$ cat config.mk
export PLATFORM = sky130hd
export DESIGN_NAME = dm_port_arbiter
export DESIGN_NICKNAME = d
export VERILOG_FILES = /design/src/rtl/dm_arb_pkg.sv /design/src/rtl/dm_arb_mux.sv /design/src/rtl/dm_port_arbiter.sv
export SDC_FILE = /design/constraint.sdc
export NUM_CORES = 1
export LEC_CHECK = 0
export CAP_MARGIN = 30
export CORE_ASPECT_RATIO = 1.75
export CORE_UTILIZATION = 31
export DETAILED_ROUTE_END_ITERATION = 7
export PLACE_DENSITY = 0.95
export SETUP_SLACK_MARGIN = 0.2
export SLEW_MARGIN = 20
export SYNTH_ARGS = -nofsm -noshare
export SYNTH_HDL_FRONTEND = slang
export SYNTH_SLANG_ARGS = --single-unit
export TNS_END_PERCENT = 50
$ cat constraint.sdc
create_clock -name clk -period 5.1 [get_ports clk]
set_input_delay 0.51 -clock clk [delete_from_list [all_inputs] [get_ports clk]]
set_output_delay 0.51 -clock clk [all_outputs]
set_load 0.01 [all_outputs]
$ cat src/rtl/dm_arb_pkg.sv
// Shared types for the data-memory port arbiter: FSM state encoding and access direction.
// Latency: n/a (types only); backpressure: n/a.
package dm_arb_pkg;

    typedef enum logic {
        ST_CORE_PRI  = 1'b0,
        ST_DMA_BURST = 1'b1
    } arb_state_e;

    localparam logic WR = 1'b1;
    localparam logic RD = 1'b0;

endpackage

$ cat src/rtl/dm_arb_mux.sv
// Grant-selected mux of requester controls onto the memory port; idle cycles park on the core's values.
// Latency: combinational; backpressure: none, the grants come from the arbiter.
module dm_arb_mux #(
    parameter int ADR_SIZE  = 16,
    parameter int DATA_SIZE = 16
) (
    input  logic                 core_gnt,
    input  logic                 dma_gnt,
    input  logic                 core_wr_rd,
    input  logic [ADR_SIZE-1:0]  core_adr,
    input  logic [DATA_SIZE-1:0] core_dout,
    input  logic                 dma_wr_rd,
    input  logic [ADR_SIZE-1:0]  dma_adr,
    input  logic [DATA_SIZE-1:0] dma_dout,
    output logic                 mem_en,
    output logic                 mem_wr_rd,
    output logic [ADR_SIZE-1:0]  mem_adr,
    output logic [DATA_SIZE-1:0] mem_dout
);

    always_comb begin
        mem_en    = core_gnt | dma_gnt;
        mem_wr_rd = core_wr_rd;
        mem_adr   = core_adr;
        mem_dout  = core_dout;
        if (dma_gnt) begin
            mem_wr_rd = dma_wr_rd;
            mem_adr   = dma_adr;
            mem_dout  = dma_dout;
        end
    end

endmodule

$ cat src/rtl/dm_port_arbiter.sv
// Shares the data-memory port between core (fixed priority) and DMAC, with starvation-forced DMA bursts.
// Latency: grant same cycle, read valid one cycle later; backpressure: loser sees core_stall/dma_stall.
module dm_port_arbiter
    import dm_arb_pkg::*;
#(
    parameter int ADR_SIZE   = 16,
    parameter int DATA_SIZE  = 16,
    parameter int STARVE_MAX = 4,
    parameter int BURST_LEN  = 4,
    parameter int CNT_W      = 4
) (
    input  logic                 clk,
    input  logic                 rst,
    input  logic                 core_en,
    input  logic                 core_wr_rd,
    input  logic [ADR_SIZE-1:0]  core_adr,
    input  logic [DATA_SIZE-1:0] core_dout,
    output logic [DATA_SIZE-1:0] core_din,
    output logic                 core_rvalid,
    output logic                 core_stall,
    input  logic                 dma_en,
    input  logic                 dma_wr_rd,
    input  logic [ADR_SIZE-1:0]  dma_adr,
    input  logic [DATA_SIZE-1:0] dma_dout,
    output logic [DATA_SIZE-1:0] dma_din,
    output logic                 dma_rvalid,
    output logic                 dma_stall,
    output logic                 mem_en,
    output logic                 mem_wr_rd,
    output logic [ADR_SIZE-1:0]  mem_adr,
    output logic [DATA_SIZE-1:0] mem_dout,
    input  logic [DATA_SIZE-1:0] mem_din
);

    localparam logic [CNT_W-1:0] STARVE_LIM = CNT_W'(STARVE_MAX);
    localparam logic [CNT_W-1:0] BURST_LIM  = CNT_W'(BURST_LEN);
    localparam logic [CNT_W-1:0] CNT_ONE    = CNT_W'(1);

    arb_state_e       state_q, state_d;
    logic [CNT_W-1:0] starve_cnt_q, starve_cnt_d;
    logic [CNT_W-1:0] burst_cnt_q, burst_cnt_d;
    logic             core_rvalid_q, core_rvalid_d;
    logic             dma_rvalid_q, dma_rvalid_d;
    logic             core_gnt, dma_gnt, force_dma;

    // No grant at all while rst is high, so both stalls follow their requests.
    always_comb begin
        force_dma = core_en & dma_en & (state_q == ST_CORE_PRI) & (starve_cnt_q == STARVE_LIM);
        dma_gnt   = ~rst & dma_en & (~core_en | (state_q == ST_DMA_BURST) | force_dma);
        core_gnt  = ~rst & core_en & ~dma_gnt;
    end

    assign core_stall  = core_en & ~core_gnt;
    assign dma_stall   = dma_en & ~dma_gnt;
    assign core_din    = mem_din;
    assign dma_din     = mem_din;
    assign core_rvalid = core_rvalid_q;
    assign dma_rvalid  = dma_rvalid_q;

    always_comb begin
        state_d       = state_q;
        starve_cnt_d  = starve_cnt_q;
        burst_cnt_d   = burst_cnt_q;
        core_rvalid_d = core_gnt & (core_wr_rd == RD);
        dma_rvalid_d  = dma_gnt & (dma_wr_rd == RD);

        if (dma_gnt) begin
            starve_cnt_d = '0;
        end else if (dma_en && (starve_cnt_q != STARVE_LIM)) begin
            starve_cnt_d = starve_cnt_q + CNT_ONE;
        end

        case (state_q)
            ST_CORE_PRI: begin
                // A one-grant burst is complete on the forcing grant itself.
                if (force_dma) begin
                    burst_cnt_d = CNT_ONE;
                    if (BURST_LIM != CNT_ONE) begin
                        state_d = ST_DMA_BURST;
                    end
                end
            end
            ST_DMA_BURST: begin
                if (!dma_en) begin
                    state_d = ST_CORE_PRI;
                end else if (dma_gnt) begin
                    burst_cnt_d = burst_cnt_q + CNT_ONE;
                    if ((burst_cnt_q + CNT_ONE) == BURST_LIM) begin
                        state_d = ST_CORE_PRI;
                    end
                end
            end
            default: state_d = ST_CORE_PRI;
        endcase
    end

    always_ff @(posedge clk) begin
        if (rst) begin
            state_q       <= ST_CORE_PRI;
            starve_cnt_q  <= '0;
            burst_cnt_q   <= '0;
            core_rvalid_q <= 1'b0;
            dma_rvalid_q  <= 1'b0;
        end else begin
            state_q       <= state_d;
            starve_cnt_q  <= starve_cnt_d;
            burst_cnt_q   <= burst_cnt_d;
            core_rvalid_q <= core_rvalid_d;
            dma_rvalid_q  <= dma_rvalid_d;
        end
    end

    dm_arb_mux #(
        .ADR_SIZE (ADR_SIZE),
        .DATA_SIZE(DATA_SIZE)
    ) u_mux (
        .core_gnt  (core_gnt),
        .dma_gnt   (dma_gnt),
        .core_wr_rd(core_wr_rd),
        .core_adr  (core_adr),
        .core_dout (core_dout),
        .dma_wr_rd (dma_wr_rd),
        .dma_adr   (dma_adr),
        .dma_dout  (dma_dout),
        .mem_en    (mem_en),
        .mem_wr_rd (mem_wr_rd),
        .mem_adr   (mem_adr),
        .mem_dout  (mem_dout)
    );

endmodule

After elaboration in Yosys (flattened, before gate mapping). Cells that the tools add are included.

Add/subtract/negate cells: 2. Equal/unequal tests: 6. Mux-type cells: 12. Bitwise operators: 21. Reductions and logical operators: 3.

Operators by type and width (number): 16-bit two-way mux (2); 4-bit two-way mux (3); 1-bit bitwise AND (11); 4-bit by 1-bit adder with 4-bit output (second input constant) (2); 4-bit by 3-bit == test with 1-bit output (second input constant) (2); 4-bit one-hot mux with 2 select lines (1); 1-bit NOT (7); 1-bit two-way mux (5); 2-bit inequality test (second input constant) (2); 4-bit by 3-bit inequality test with 1-bit output (second input constant) (1); 1-bit bitwise OR (3); 3-bit AND reduction (1); 2-bit by 1-bit inequality test with 1-bit output (second input constant) (1); 1-bit one-hot mux with 2 select lines (1); 2-bit OR reduction (1); 1-bit logical AND (1).

Register bits: 11. Input port bits: 86. Output and inout bits: 70. Logic and storage cells: 49.

Longest topological paths before layout.
Word-level depth: 9. Gate-level depth with buffers: 6. Mapped depth without buffers: 5.

Hierarchy. Synthesis repeated with hierarchy kept, for this count alone.

Cell total of the unflattened synthesis: 136. Area total of the unflattened synthesis: 1390.1 um2.

Modules (own cells, without submodules): dm_port_arbiter (times used 1, cells an instance 98, area an instance 832.0 um2, sequential area each 220.2 um2); dm_arb_mux (times used 1, cells an instance 38, area an instance 558.0 um2, sequential area each 0.0 um2).

Worst setup path after synthesis. No wires, ideal clock.

Path kind: input -> output. From: input core_en. To: output mem_adr[0]. Arrival time: 1.537 ns. Data required time: 4.590 ns. Setup slack: 3.053 ns. Cell stages on the path: 5. Path buffers: 2. Cell sequence: nor2b_1 -> buf_4 -> a21oi_4 -> buf_12 -> mux2_4.

Cells in the longest elaborated chain, start to end: 6. Elaborated cells between the ends (all ways): 8. Those cells by class: mux (1); bitwise (7).

RTL lines: start, declared (RTL line dm_port_arbiter.sv:14) `input logic core_en,`; 1-bit bitwise AND (3 in series) (RTL line dm_port_arbiter.sv:48) `force_dma = core_en & dma_en & (state_q == ST_CORE_PRI) & (starve_cnt_q == STARVE_LIM);`; 1-bit bitwise OR (*) (RTL line dm_port_arbiter.sv:49) `dma_gnt = ~rst & dma_en & (~core_en | (state_q == ST_DMA_BURST) | force_dma);`; 1-bit bitwise AND (*) (RTL line dm_port_arbiter.sv:49); 16-bit two-way mux (*) (RTL line dm_arb_mux.sv:26) `if (dma_gnt) begin`; end, declared (RTL line dm_port_arbiter.sv:30) `output logic [ADR_SIZE-1:0] mem_adr,`.

Mark *: on every way between the ends. The rest lies on a longest branch, timed or not.

Worst setup path in the final report.
From: input dma_en. To: output mem_dout[14].

Cells in the longest elaborated chain, start to end: 6. Elaborated cells between the ends (all ways): 7. Those cells by class: mux (1); bitwise (6).

RTL lines: start, declared (RTL line dm_port_arbiter.sv:21) `input logic dma_en,`; 1-bit bitwise AND (3 in series) (RTL line dm_port_arbiter.sv:48); 1-bit bitwise OR (RTL line dm_port_arbiter.sv:49); 1-bit bitwise AND (*) (RTL line dm_port_arbiter.sv:49); 16-bit two-way mux (*) (RTL line dm_arb_mux.sv:26); end, declared (RTL line dm_port_arbiter.sv:31) `output logic [DATA_SIZE-1:0] mem_dout,`.

Marked as above.

==> flow_results.org <==
** Outcome
- The run finished with clean final reports.

** Global route
- The via count of the first global-routing pass was 1,252.
- Pin count of the biggest net entering global routing :: 34
- Global-route track usage on met2 :: 0.2844
- Met3 layer usage reported by global route :: 0.04478
- In this run the most used layer during global routing was met2.
- Summed over all layers, the global routing overflow is 0.
- Global-route wire length before repair :: 5616 um
- M1 GR Usage :: 0.1508
- The initial antenna violation count was 0.
- In the global route stage, overall resource usage came out at 0.1523.

** Power and ir drop
- Total power per unit cell area :: 146.2 nW/um^2
- Static Leak :: 0.8750 nW
- IR analysis of the VDD net gives a maximum drop of 180.9 uV.

** Synth
- The synthesized netlist contains 36 unique library cells.
- Counting flops and latches in the post-synthesis netlist gives 11.
- After synthesis, the mean cell area works out to 10.27 um^2.
- Share of the synthesized area in compound gates (AO/OA/AOI/OAI) :: 0.09904
- Counting every net in the synthesized netlist gives 228.
- Cell count after synthesis :: 139
- Most frequently used flop master after synthesis :: dfxtp_1
- Area share of and/or/nand/nor cells after synthesis :: 0.1490
- Of the total synthesized cell area, the portion taken by full adders, half adders and majority gates is 0.02629.
- Number of enable flip-flop cells after synthesis :: 0
- Dominant combinational cell family by area after synthesis :: multiplexers
- Of the total synthesized cell area, the portion taken by XOR and XNOR cells is 0.
- In the synthesized netlist the async set-or-reset flop fraction comes to 0.
- Sequential share of the synthesized area :: 0.1543
- Measured against the total synthesized area, the mux share comes to 0.3392.
- Warning count from the yosys run :: 0
- The cell area that synthesis handed to floorplanning was 1428 um^2.

** STA
- Max-Slew Margin vs Limit :: 0.5792
- In the finished design, the share of the clock period the worst path needs comes to 0.7171.
- Final hold viol count :: 0
- Static timing analysis puts the maximum clock frequency at 273.4 MHz.
- Setup repair after global routing missed its margin :: no
- Least-Margin Pin Slew :: 629.2 ps
- Final setup TNS :: 0 ps
- For the final database, setup skew stands at 3.967 ps.
- Final critical-path required period :: 3657 ps
- On the final layout, the worst hold slack is 489.0 ps.
- Number of pins exceeding their max-slew limit in the final report :: 0
- Setup violations remaining at the end of the flow were counted as 0.

** Layout
- Finished Cell Area :: 2291 um^2
- Synth-to-layout area growth :: 60.47%
- N_diodes :: 0
- Number of inserted filler cells in the final layout :: 384
- Number of nets in the finished design :: 301
- Fraction of the core area covered by cells at the end of the flow :: 0.5202
- Of the cells placed in the final design, the portion with a size suffix greater than 1 is 0.1991.
- The finished layout holds 262 standard cells, fillers aside.

** Drt
- Routed len/inst :: 15.58 um
- The first detailed-routing pass took 4 iterations.
- For this run, design rule violations remaining after detail routing come to 0.
- The final layout contains routed wiring with a total length of 4083 um.
- Initial DRC count :: 47
- Drt via density :: 5.023
- For this block, the via count after detailed routing is 1,316.
- The detail route stage leaves a number of antenna-violating nets equal to 0.

** Floorplan
- Placeable core region :: 4404 um^2
- The floorplan step set the die width to 53.30 um.
- FP Rows :: 32
- The initial utilization of the core area, before any placement, comes to 0.3241.
- In this run the count of I/O pins placed on the die edge is 156.
- Height of the die :: 91.77 um
- The die covers 4891 um^2.

** Clock network
- Latest clock arrival within the worst-skew pair :: 240 ps
- Number of buffers created by CTS :: 3
- Clock tree synthesis selected as its root buffer the cell clkbuf_8.
- Num Clock Sinks :: 11
- Clock tree from TritonCTS :: yes
- Number of buffers between clock root and the deepest sink :: 2
- Number of cells upsized or downsized after cts :: 0
- Buffers added to address setup during post-CTS repair amount to 0.
- Total of hold buffers inserted after clock tree synthesis :: 0
- After clock tree synthesis, the clock-pin slew on the worst setup and hold paths is 50 ps.
- Number of levels the H-tree was split into :: 1

** Placed design
- Buffers added on ports :: 107
- Estimated wirelength of the detail-placed design :: 3240 um
- # placed instances :: 258
- Routability-driven placement finished with a final weighted congestion of 0.7814.
- Dpl cell area :: 2246 um^2

** Worst setup path
- By startpoint and endpoint, the worst setup path is classified as in2out.
- The worst setup path is captured at a primary output.
- Data arrival at the endpoint of the critical path :: 3150 ps
- Required @ worst endpoint :: 4590 ps
- The worst setup path is launched from an input port.
- Largest fanout of any net on the critical path :: 33

** Hold path
- Classification of the worst-slack hold path :: reg2reg

** Flow run
- Number of violations of the max-capacitance limit :: 0
-- flip-flops by register name, summed over array words and instances (netlist names) --
name / count
dma_rvalid: 1
state_q: 1
starve_cnt_q: 4
burst_cnt_q: 4
core_rvalid: 1
-- cells by family (layout without fill, tap and decap cells) --
group / after synthesis / in the layout
muxes: 33 / 33
and+or+nand+nor: 32 / 32
AOI/OAI and AO/OA: 18 / 18
buffers and inverters: 42 / 114
adders and majority gates: 3 / 3
DFF: 11 / 11
-- where the power goes --
group | internal, mW | switching, mW | total, mW
clock | 0.0551 | 0.0349 | 0.0899
combinational | 0.110 | 0.0469 | 0.157
sequential | 0.0872 | 0.000769 | 0.0880
-- critical path, cell delays in order --
cell	delay, ps
clkdlybuf4s50_1	870
nand2b_1	240
a21oi_4	150
buf_4	490
mux2_4	370
clkdlybuf4s50_1	500
-- layout by cell type, fill, tap and decap left out, types with 2 or more instances in the layout --
master / netlist / layout
a311oi_1: 2 / 2
a31oi_1: 5 / 5
clkbuf_8: 0 / 3
clkdlybuf4s50_1: 0 / 107
dfxtp_1: 11 / 11
ha_1: 3 / 3
inv_1: 2 / 2
mux2_2: 3 / 3
mux2_4: 30 / 30
nand2_1: 2 / 2
nand2b_1: 5 / 5
nand4_1: 2 / 2
nand4b_1: 4 / 4
nor2_1: 6 / 6
nor2b_1: 2 / 2
o21a_1: 4 / 4
-- stage by stage --
step	power, mW	setup slack (ps)
after floorplan	0.1770	3053
after global placement	0.2449	1519
after detailed placement	0.2468	1478
after CTS	0.3355	1452
after global routing	0.3517	1302
final	0.3351	1443
-- synthesized netlist by cell type (3+ instances only) --
| cell | instances | area, um^2 |
|---|---|---|
| a31oi_1 | 5 | 31.28 |
| buf_12 | 3 | 60.06 |
| buf_4 | 33 | 247.7 |
| clkbuf_1 | 3 | 11.26 |
| dfxtp_1 | 11 | 220.2 |
| ha_1 | 3 | 37.54 |
| mux2_2 | 3 | 33.78 |
| mux2_4 | 30 | 450.4 |
| nand2b_1 | 5 | 31.28 |
| nand4b_1 | 4 | 35.03 |
| nor2_1 | 6 | 22.52 |
| o21a_1 | 4 | 30.03 |
-- path summary, 6_finish.rpt --
check	from	to	slack [ps]	depth (start not counted)
min reg2reg	starve_cnt_q[3]	starve_cnt_q[3]	490	2
min	starve_cnt_q[3]	starve_cnt_q[3]	490	2
max	dma_en	mem_dout[14]	1440	6
max reg2reg	starve_cnt_q[0]	burst_cnt_q[1]	3480	5
-- area by class of cell --
type / count / area [um^2] / area share
well taps: 51 / 63.81 / 0.02785
repair buffers: 108 / 1079 / 0.4708
multi-input cells: 86 / 875.8 / 0.3823
flip-flops and latches: 11 / 220.2 / 0.09612
clock buffers: 4 / 45.04 / 0.01966
inverters: 2 / 7.507 / 0.003277
-- layer usage --
layer | vias up | part of all wire
li1 | 609 | -
met1 | 601 | 0.34
met2 | 96 | 0.52
met3 | 10 | 0.13
met4 | 0 | 0.014
met5 | - | 0
Power figures use the tool's default switching activity.
